<file path="src/rtl/spi_regfile_pkg.sv">
// Shared types and constants for the SPI register-file peripheral.
// Frame-width helper, R/W bit position, FSM states, register map.
package spi_regfile_pkg;

    typedef enum logic [1:0] {
        IDLE,
        CMD,
        DATA,
        DONE
    } state_t;

    // R/W is the first bit on the wire (frame bit 0, 1 = write)
    localparam int RW_BIT = 0;

    localparam int EN_OUT_LO = 0;
    localparam int EN_OUT_HI = 1;
    localparam int EN_PWM_LO = 2;
    localparam int EN_PWM_HI = 3;
    localparam int PWM_DUTY  = 4;

    function automatic int frame_w(input int addr_w, input int data_w);
        return 1 + addr_w + data_w;
    endfunction

endpackage

</file>
<file path="src/rtl/spi_sync_edge.sv">
// Synchroniser for sclk/copi/ncs plus sclk and ncs edge pulses.
// Ports: clk, reset, raw inputs in; copi_sync, ncs_sync, edge pulses out.
module spi_sync_edge
    import spi_regfile_pkg::*;
#(
    parameter int SYNC_STAGES = 2
) (
    input  logic clk,
    input  logic reset,
    input  logic sclk_in,
    input  logic copi_in,
    input  logic ncs_in,
    output logic copi_sync,
    output logic ncs_sync,
    output logic sclk_rise,
    output logic sclk_fall,
    output logic ncs_rise,
    output logic ncs_fall
);

    logic [SYNC_STAGES-1:0] sclk_ff;
    logic [SYNC_STAGES-1:0] copi_ff;
    logic [SYNC_STAGES-1:0] ncs_ff;
    logic                   sclk_prev;
    logic                   ncs_prev;

    // ncs resets low so a frame already in progress at reset
    // release produces no falling edge and is ignored.
    always_ff @(posedge clk or posedge reset) begin
        if (reset) begin
            sclk_ff   <= '0;
            copi_ff   <= '0;
            ncs_ff    <= '0;
            sclk_prev <= 1'b0;
            ncs_prev  <= 1'b0;
        end else begin
            sclk_ff   <= {sclk_ff[SYNC_STAGES-2:0], sclk_in};
            copi_ff   <= {copi_ff[SYNC_STAGES-2:0], copi_in};
            ncs_ff    <= {ncs_ff[SYNC_STAGES-2:0], ncs_in};
            sclk_prev <= sclk_ff[SYNC_STAGES-1];
            ncs_prev  <= ncs_ff[SYNC_STAGES-1];
        end
    end

    assign copi_sync = copi_ff[SYNC_STAGES-1];
    assign ncs_sync  = ncs_ff[SYNC_STAGES-1];
    assign sclk_rise = sclk_ff[SYNC_STAGES-1] & ~sclk_prev;
    assign sclk_fall = ~sclk_ff[SYNC_STAGES-1] & sclk_prev;
    assign ncs_rise  = ncs_ff[SYNC_STAGES-1] & ~ncs_prev;
    assign ncs_fall  = ~ncs_ff[SYNC_STAGES-1] & ncs_prev;

endmodule

</file>
<file path="src/rtl/spi_regfile_periph.sv">
// SPI mode-0 peripheral with read/write register file and abort counter.
// Ports: clk, reset, SPI pins in; cipo/cipo_oe, regs_flat, wr_*, err_count.
module spi_regfile_periph
    import spi_regfile_pkg::*;
#(
    parameter int ADDR_W      = 7,
    parameter int DATA_W      = 8,
    parameter int NUM_REGS    = 5,
    parameter int SYNC_STAGES = 2
) (
    input  logic                         clk,
    input  logic                         reset,
    input  logic                         sclk_in,
    input  logic                         copi_in,
    input  logic                         ncs_in,
    output logic                         cipo,
    output logic                         cipo_oe,
    output logic [NUM_REGS*DATA_W-1:0]   regs_flat,
    output logic                         wr_strobe,
    output logic [ADDR_W-1:0]            wr_addr,
    output logic [7:0]                   err_count
);

    localparam int FRAME_W = frame_w(ADDR_W, DATA_W);
    localparam int CNT_W   = $clog2(FRAME_W);
    localparam int RW_IDX  = ADDR_W - RW_BIT;

    logic copi_sync, ncs_sync;
    logic sclk_rise, sclk_fall, ncs_rise, ncs_fall;

    spi_sync_edge #(.SYNC_STAGES(SYNC_STAGES)) u_sync (
        .clk       (clk),
        .reset     (reset),
        .sclk_in   (sclk_in),
        .copi_in   (copi_in),
        .ncs_in    (ncs_in),
        .copi_sync (copi_sync),
        .ncs_sync  (ncs_sync),
        .sclk_rise (sclk_rise),
        .sclk_fall (sclk_fall),
        .ncs_rise  (ncs_rise),
        .ncs_fall  (ncs_fall)
    );

    state_t              state;
    logic [CNT_W-1:0]    cnt;
    logic [ADDR_W:0]     cmd_sh;
    logic [DATA_W-1:0]   data_sh;
    logic [DATA_W-1:0]   tx_sh;
    logic                rw;
    logic [ADDR_W-1:0]   addr;
    logic [DATA_W-1:0]   regs [NUM_REGS];

    logic [ADDR_W:0]     cmd_next;
    logic [DATA_W-1:0]   data_next;
    logic [DATA_W-1:0]   rd_data;
    logic                hit;

    assign cmd_next  = {cmd_sh[ADDR_W-1:0], copi_sync};
    assign data_next = {data_sh[DATA_W-2:0], copi_sync};

    // Read lookup on the address being completed; hit flags an
    // in-range latched address for the write commit.
    always_comb begin
        rd_data = '0;
        hit     = 1'b0;
        for (int i = 0; i < NUM_REGS; i++) begin
            if (cmd_next[ADDR_W-1:0] == ADDR_W'(i))
                rd_data = regs[i];
            if (addr == ADDR_W'(i))
                hit = 1'b1;
        end
    end

    always_ff @(posedge clk or posedge reset) begin
        if (reset) begin
            state     <= IDLE;
            cnt       <= '0;
            cmd_sh    <= '0;
            data_sh   <= '0;
            tx_sh     <= '0;
            rw        <= 1'b0;
            addr      <= '0;
            cipo      <= 1'b0;
            cipo_oe   <= 1'b0;
            wr_strobe <= 1'b0;
            wr_addr   <= '0;
            err_count <= '0;
            for (int i = 0; i < NUM_REGS; i++)
                regs[i] <= '0;
        end else begin
            wr_strobe <= 1'b0;
            cipo_oe   <= ~ncs_sync;
            cipo      <= (state == DATA) ? tx_sh[DATA_W-1] : 1'b0;
            unique case (state)
                IDLE: begin
                    if (ncs_fall) begin
                        state   <= CMD;
                        cnt     <= '0;
                        cmd_sh  <= '0;
                        data_sh <= '0;
                    end
                end
                CMD: begin
                    if (ncs_rise) begin
                        state <= IDLE;
                        if (err_count != 8'hFF)
                            err_count <= err_count + 8'd1;
                    end else if (sclk_rise) begin
                        cmd_sh <= cmd_next;
                        if (cnt == CNT_W'(ADDR_W)) begin
                            rw    <= cmd_next[RW_IDX];
                            addr  <= cmd_next[ADDR_W-1:0];
                            tx_sh <= cmd_next[RW_IDX] ? '0 : rd_data;
                            cnt   <= '0;
                            state <= DATA;
                        end else begin
                            cnt <= cnt + 1'b1;
                        end
                    end
                end
                DATA: begin
                    // an nCS rise in the same clk as the last
                    // sclk rise wins: the frame is aborted
                    if (ncs_rise) begin
                        state <= IDLE;
                        if (err_count != 8'hFF)
                            err_count <= err_count + 8'd1;
                    end else if (sclk_rise) begin
                        data_sh <= data_next;
                        if (cnt == CNT_W'(DATA_W - 1)) begin
                            state <= DONE;
                            if (rw && hit) begin
                                for (int i = 0; i < NUM_REGS; i++)
                                    if (addr == ADDR_W'(i))
                                        regs[i] <= data_next;
                                wr_strobe <= 1'b1;
                                wr_addr   <= addr;
                            end
                        end else begin
                            cnt <= cnt + 1'b1;
                        end
                    end else if (sclk_fall && cnt != '0) begin
                        // the fall right after the address keeps
                        // the MSB until the first data rise
                        tx_sh <= {tx_sh[DATA_W-2:0], 1'b0};
                    end
                end
                DONE: begin
                    if (ncs_rise)
                        state <= IDLE;
                end
                default: state <= IDLE;
            endcase
        end
    end

    for (genvar g = 0; g < NUM_REGS; g++) begin : g_flat
        assign regs_flat[g*DATA_W +: DATA_W] = regs[g];
    end

endmodule

</file>
<file path="config.mk">
export PLATFORM = sky130hd
export DESIGN_NAME = spi_regfile_periph
export DESIGN_NICKNAME = d
export VERILOG_FILES = /design/src/rtl/spi_regfile_pkg.sv /design/src/rtl/spi_sync_edge.sv /design/src/rtl/spi_regfile_periph.sv
export SDC_FILE = /design/constraint.sdc
export NUM_CORES = 1
export LEC_CHECK = 0
export ABC_AREA = 1
export BUFFER_PORTS_ARGS = -buffer_cell sky130_fd_sc_hd__buf_2
export CAP_MARGIN = 20
export CORE_MARGIN = 5
export CORE_UTILIZATION = 60
export DETAILED_ROUTE_END_ITERATION = 12
export PLACE_DENSITY = 0.83
export SYNTH_ARGS = -nofsm -noshare
export SYNTH_HDL_FRONTEND = slang
export SYNTH_SLANG_ARGS = --single-unit
</file>
<file path="constraint.sdc">
create_clock -name clk -period 8 [get_ports clk]
set_input_delay 1.6 -clock clk [delete_from_list [all_inputs] [get_ports clk]]
set_output_delay 1.6 -clock clk [all_outputs]
set_load 0.01 [all_outputs]
</file>
==> flow_summary.ini, run 1 <==
[outcome]
status = finished, final reports clean

[logic_synthesis]
yosysWarnings = 0
syn-cell-area_um2 = 4690
synth_xor_area_frac = 0.00933
synthMuxAreaShare = 0.00240
synth_nets = 553
ys_seq_area_frac = 0.544
yosysUniqueCellTypes = 37
synthSimpleGateAreaFrac = 0.231
synth_compound_area_frac = 0.123
synth_seq_cells = 102
synthCells = 541
avgSynthCellArea_um2 = 8.68
synth_fa_ha_area_frac = 0.0187
synth_top_family_by_area = simple AND/OR/NAND/NOR gates

[floorplanning]
boundaryPins = 63
die_h_um = 98.4
core_area_um2 = 7690
rows = 32
die_width_um = 98.4
start_util = 0.611
die-area_um2 = 9690

[final_layout]
final_cell_mix = nand2_1 (125), dfrtp_1 (102), buf_2 (62)
layout_commonest_cell = nand2_1
synthToLayoutAreaGrowth_pct = 11.9
drive_gt1_frac = 0.185
finish.utilization = 0.683
fin_nets = 613
num-fill-cells = 605
antenna_cells = 0
stdcell_count = 707

[critical_path]
endpoint_kind = flip-flop
worst_ep_required_time_ns = 8.23
cpPeakStageDelay_ns = 0.70
worstSetupPathType = flip-flop to flip-flop
arrival_ns = 2.94
cpMaxStageDelayCell = ha_1
worstPathMaxFanout = 23
crit_path_cell_trace = inv_1 -> ha_1 -> inv_1 -> nor4_1 -> nand2_1 -> nand2_1 -> o21ai_2
start_kind = flip-flop
r2r_slack_ns = 5.29
crit_family = simple AND/OR/NAND/NOR gates
critPathBufInv = 2

[sta]
period_share = 0.339
skew_ns = 0.0127
worstMarginPinSlew_ns = 0.870
hold_viol_final = 0
grt_setup_unrepaired = false
fin_ws_ns = 5.29
max_slew_margin = 0.420
max_freq_mhz = 369
post-route-min-period_ns = 2.71
drv_slew = 0
finalSetupTns_ns = 0
setup_viol = 0

[detailed_routing]
route.met2.wl_um = 4700
drtAntennaViolNets = 0
drt_pre_antenna_iters = 5
wl_per_cell_um = 14.5
first_iter_violations = 229
top_layer = met4
drcViolationCount = 0
routed_wl_um = 10300
vias_per_cell = 5.46
dr_total_vias = 3862
wl_met3_um = 848
wl_met1_um = 4650

[power_and_ir_drop]
max-vdd-ir-drop_mv = 0.136
p_int_uw = 820
switching_share = 0.357
power_mw = 1.28
p_sw_uw = 456
combPwrFrac = 0.277
pwr-share-seq = 0.474
pwr_density_cell_nw_per_um2 = 243
leakagePower_nw = 2.72
p_clk_frac = 0.249

[placed_design]
hpwl_um = 7340
post-place-ws_ns = 5.09
gp_congestion = 0.874
dp.cells = 691
port_buffers = 62

[clock_tree]
htreeDepth = 3
cts_resized = 0
clk-insertion-delay-late_ns = 0.36
numCtsBuffers = 9
cts_tree = yes
hold_buffers = 0
root_buffer = clkbuf_8
cts_sinks = 102
clk_pin_slew_worst_paths_ns = 0.10
cts_buffer_depth = 2
post_cts_buffers = 0

[run]
timing.max_cap.violations = 0

[hold_path]
min_path_type = flip-flop to flip-flop

[global_routing]
grt_max_degree = 86
grt_usage = 0.220
antenna_found_initial = 0
grt_pass1_vias = 3571
gr-total-overflow = 0
grt_pass1_wl_um = 17400
==> per-layer routing <==
metal / track usage / up-vias
met3: 0.0644 / 10
met4: 0.0473 / 0
met5: 0 / -
li1: - / 1875
met2: 0.334 / 141
met1: 0.319 / 1836
==> registers in the layout (all words and copies together) (netlist names), 2 cells and up <==
register and flops:
state 2, cnt 4, wr_addr 7, data_sh 7, addr 7, u_sync.ncs_ff 2
u_sync.sclk_ff 2, u_sync.copi_ff 2, tx_sh 8, regs_flat 40, err_count 8, cmd_sh 7
==> layout make-up <==
class / count / area [µm²] / area share
clock buffer: 10 / 128 / 0.0243
clock inverter: 5 / 58.8 / 0.0112
inverter: 59 / 225 / 0.0429
sequential: 102 / 2550 / 0.486
multi-input combinational: 364 / 1810 / 0.344
tap: 102 / 128 / 0.0243
timing repair buffer: 65 / 353 / 0.0672
==> stage by stage <==
step,hold slack [ns],area (µm²)
6_report,0.358,5250
5_1_grt,0.374,5250
4_1_cts,0.359,5220
3_5_place_dp,0.338,5040
3_3_place_gp,0.335,5040
2_1_floorplan,0.331,4690
==> worst register-to-register path: cells and delay by family (launching register included) <==
kind            cells  cell delay [ns]
simple gates        3             1.04
fa+ha+maj           1             0.70
flops               1             0.41
buf+inv             2             0.35
compound gates      1             0.07
==> power groups by stage <==
stage | Clock (mW) | Combinational, mW | Sequential [mW]
floorplan | 0 | 0.271 | 0.613
global placement | 0 | 0.334 | 0.612
detailed placement | 0 | 0.346 | 0.614
CTS | 0.322 | 0.349 | 0.604
global route | 0.341 | 0.405 | 0.611
finish | 0.317 | 0.354 | 0.605
==> cells in the mapped netlist <==
| master | number | area share |
|---|---|---|
| buf_6 | 4 | 0.0096 |
| inv_1 | 55 | 0.044 |
| nor2_2 | 5 | 0.0067 |
| nand3_1 | 56 | 0.060 |
| clkbuf_1 | 1 | 0.00080 |
| buf_2 | 6 | 0.0064 |
| o21ai_2 | 10 | 0.019 |
| inv_2 | 3 | 0.0024 |
| nor2_1 | 37 | 0.030 |
| or2_0 | 3 | 0.0040 |
| nor4_1 | 2 | 0.0027 |
| a31oi_1 | 1 | 0.0013 |
| or2_2 | 2 | 0.0027 |
| and2_1 | 1 | 0.0013 |
| a21oi_2 | 1 | 0.0019 |
| nor3_2 | 2 | 0.0043 |
| nand2_4 | 1 | 0.0024 |
| buf_1 | 1 | 0.00080 |
| nand3_2 | 2 | 0.0043 |
| xnor2_1 | 2 | 0.0037 |
| nand2_2 | 4 | 0.0053 |
| a21o_1 | 1 | 0.0016 |
| ha_1 | 7 | 0.019 |
| nor3_1 | 1 | 0.0011 |
| buf_4 | 4 | 0.0064 |
| xor2_1 | 3 | 0.0056 |
| o21ai_1 | 24 | 0.026 |
| o211ai_1 | 1 | 0.0016 |
| nand3b_1 | 2 | 0.0032 |
| mux2_2 | 1 | 0.0024 |
| nand2_1 | 125 | 0.10 |
| clkinv_2 | 1 | 0.0011 |
| o21ai_0 | 47 | 0.050 |
| a21oi_1 | 18 | 0.019 |
| dfrtp_1 | 102 | 0.54 |
| nand4_1 | 3 | 0.0040 |
| o21bai_1 | 2 | 0.0032 |
==> final timing paths <==
check                                            start                           to  depth (start not counted)
max in group asynchronous                        reset           cnt[2]$_DFFE_PP0P_                          4
hold reg to reg            u_sync.copi_ff[0]$_DFF_PP0_  u_sync.copi_ff[1]$_DFF_PP0_                          0
setup reg to reg                  state[0]$_DFFE_PP0P_    regs_flat[19]$_DFFE_PP0P_                          7
min in group asynchronous                        reset     err_count[1]$_DFFE_PP0P_                          2
setup / recovery                  state[0]$_DFFE_PP0P_    regs_flat[19]$_DFFE_PP0P_                          7
hold / removal             u_sync.copi_ff[0]$_DFF_PP0_  u_sync.copi_ff[1]$_DFF_PP0_                          0
==> kinds of logic after synthesis <==
kind of cell | Yosys count
DFF | 102
xor gates and xnor gates | 5
and+or+nand+nor | 246
buffers and inverters | 75
muxes | 1
adders and majority gates | 7
AOI/OAI and AO/OA | 105
No activity file was read; power rests on OpenSTA's default activity.
==> run 2: changes to the inputs <==
CORE_UTILIZATION = 57   (was 60)
PLACE_DENSITY = 0.79   (was 0.83)
clock period = 2.65 ns   (was 8 ns; I/O delays follow)
==> run 2 against run 1 <==
Cell area did not move; clock power increased to 2.8 times the previous value; utilization fell by 3.8 points; flip-flop and latch count stayed put; first-iteration DRC count increased by 48%; die area up 4.7%; setup slack got worse by 4.9 ns; sequential share of layout area did not move; clock skew is 0.0028 ns higher; sequential power grew to 3.0 times the previous value; maximum frequency rose by 20%; hold slack worse by 0.096 ns; critical path type unchanged; highest routed layer unchanged.
==> flow_summary.ini, run 2 (synthesis gave the netlist of run 1 again) <==
[power_and_ir_drop]
leakagePower_nw = 2.72
max-vdd-ir-drop_mv = 0.334
pwr-share-seq = 0.480
pwr_density_cell_nw_per_um2 = 726
p_sw_mw = 1.41
p_int_mw = 2.40
combPwrFrac = 0.286
p_clk_frac = 0.234
switching_share = 0.369

[clock_tree]
clk_pin_slew_worst_paths_ns = 0.10
post_cts_buffers = 0
hold_buffers = 0
root_buffer = clkbuf_8
cts_resized = 0
cts_sinks = 102
cts_tree = yes
cts_buffer_depth = 2
numCtsBuffers = 9
clk-insertion-delay-late_ns = 0.37
htreeDepth = 3

[detailed_routing]
routed_wl_um = 10700
first_iter_violations = 340
wl_met1_um = 4970
drcViolationCount = 0
wl_met3_um = 702
drtAntennaViolNets = 0
route.met2.wl_um = 4910
vias_per_cell = 5.53
drt_pre_antenna_iters = 5
wl_per_cell_um = 15.0
dr_total_vias = 3943
top_layer = met4

[sta]
skew_ns = 0.0155
finalSetupTns_ns = 0
max_slew_margin = 0.469
post-route-min-period_ns = 2.27
setup_viol = 0
drv_slew = 0
max_freq_mhz = 441
hold_viol_final = 0
worstMarginPinSlew_ns = 0.793
period_share = 0.857
grt_setup_unrepaired = false

[floorplanning]
rows = 33
core_area_um2 = 8130
die_h_um = 101
boundaryPins = 63
die-area_um2 = 10100
start_util = 0.577
die_width_um = 101

[critical_path]
worst_ep_required_time_ns = 2.89
endpoint_kind = flip-flop
start_kind = flip-flop
arrival_ns = 2.51
worstPathMaxFanout = 16
worstSetupPathType = flip-flop to flip-flop

[final_layout]
largest_reg_flops = 40
drive_gt1_frac = 0.189
final_cell_mix = nand2_1 (125), dfrtp_1 (102), buf_2 (62)
fin_nets = 615
layout_commonest_cell = nand2_1
final_area_um2 = 5250
synthToLayoutAreaGrowth_pct = 11.9
antenna_cells = 0

[placed_design]
gp_congestion = 0.875
port_buffers = 62
placed_area_um2 = 5080
hpwl_um = 7770

[global_routing]
grt_pass1_wl_um = 18000
antenna_found_initial = 0
grt_usage = 0.224
grt_max_degree = 50
gr-total-overflow = 0
grt_pass1_vias = 3700

[outcome]
status = finished, final reports clean

[hold_path]
min_path_type = primary input to asynchronous set/reset pin

[run]
timing.max_cap.violations = 0
## run 2: worst paths after layout
path,startpoint,to,slack (ns),cells after the start
setup / recovery,state[0]$_DFFE_PP0P_,regs_flat[21]$_DFFE_PP0P_,0.38,7
hold / removal,reset,regs_flat[0]$_DFFE_PP0P_,0.26,2
setup reg to reg,state[0]$_DFFE_PP0P_,regs_flat[21]$_DFFE_PP0P_,0.38,7
hold reg to reg,u_sync.copi_ff[0]$_DFF_PP0_,u_sync.copi_ff[1]$_DFF_PP0_,0.35,0
max in group asynchronous,reset,regs_flat[17]$_DFFE_PP0P_,1.65,3
min in group clk,ncs_in,u_sync.ncs_ff[0]$_DFF_PP0_,0.27,1
## run 2: power by group through the flow
| stage | clock network, mW | registers [mW] | logic, mW |
|---|---|---|---|
| finish | 0.892 | 1.83 | 1.09 |
| global route | 0.961 | 1.85 | 1.23 |
| detailed placement | 0 | 1.86 | 1.07 |
| CTS | 0.900 | 1.83 | 1.08 |
| floorplan | 0 | 1.85 | 0.818 |
| global placement | 0 | 1.85 | 1.05 |
## run 2: worst max-delay path, stage by stage, from the launching register on
cell,delay (ns)
dfrtp_1,0.41
inv_1,0.10
ha_1,0.38
inv_1,0.17
nor4_1,0.31
nand2_1,0.46
nand2_1,0.25
o21ai_2,0.08
## run 2: routing by layer
metal  vias up  global-route usage
li1       1886                   -
met1      1913               0.335
met2       133               0.339
met3        11              0.0353
met4         0              0.0622
met5         -                   0
## run 2: through the flow
step	setup slack (ns)	power [mW]	util	instances	hold WS (ns)
after detailed placement	0.445	2.93	0.624	697	0.335
after global placement	0.545	2.90	0.624	697	0.332
after CTS	0.404	3.81	0.645	713	0.266
after global routing	0.162	4.05	0.645	713	0.263
after floorplan	0.902	2.67	-	541	0.331
final	0.380	3.81	0.645	713	0.262
## run 2: final cells by class
class | count | area (µm²)
Fill cell | 704 | 2880
Sequential cell | 102 | 2550
Multi-Input combinational cell | 364 | 1810
Timing Repair Buffer | 67 | 360
Inverter | 59 | 226
Tap cell | 105 | 131
Clock buffer | 10 | 128
Clock inverter | 6 | 46.3
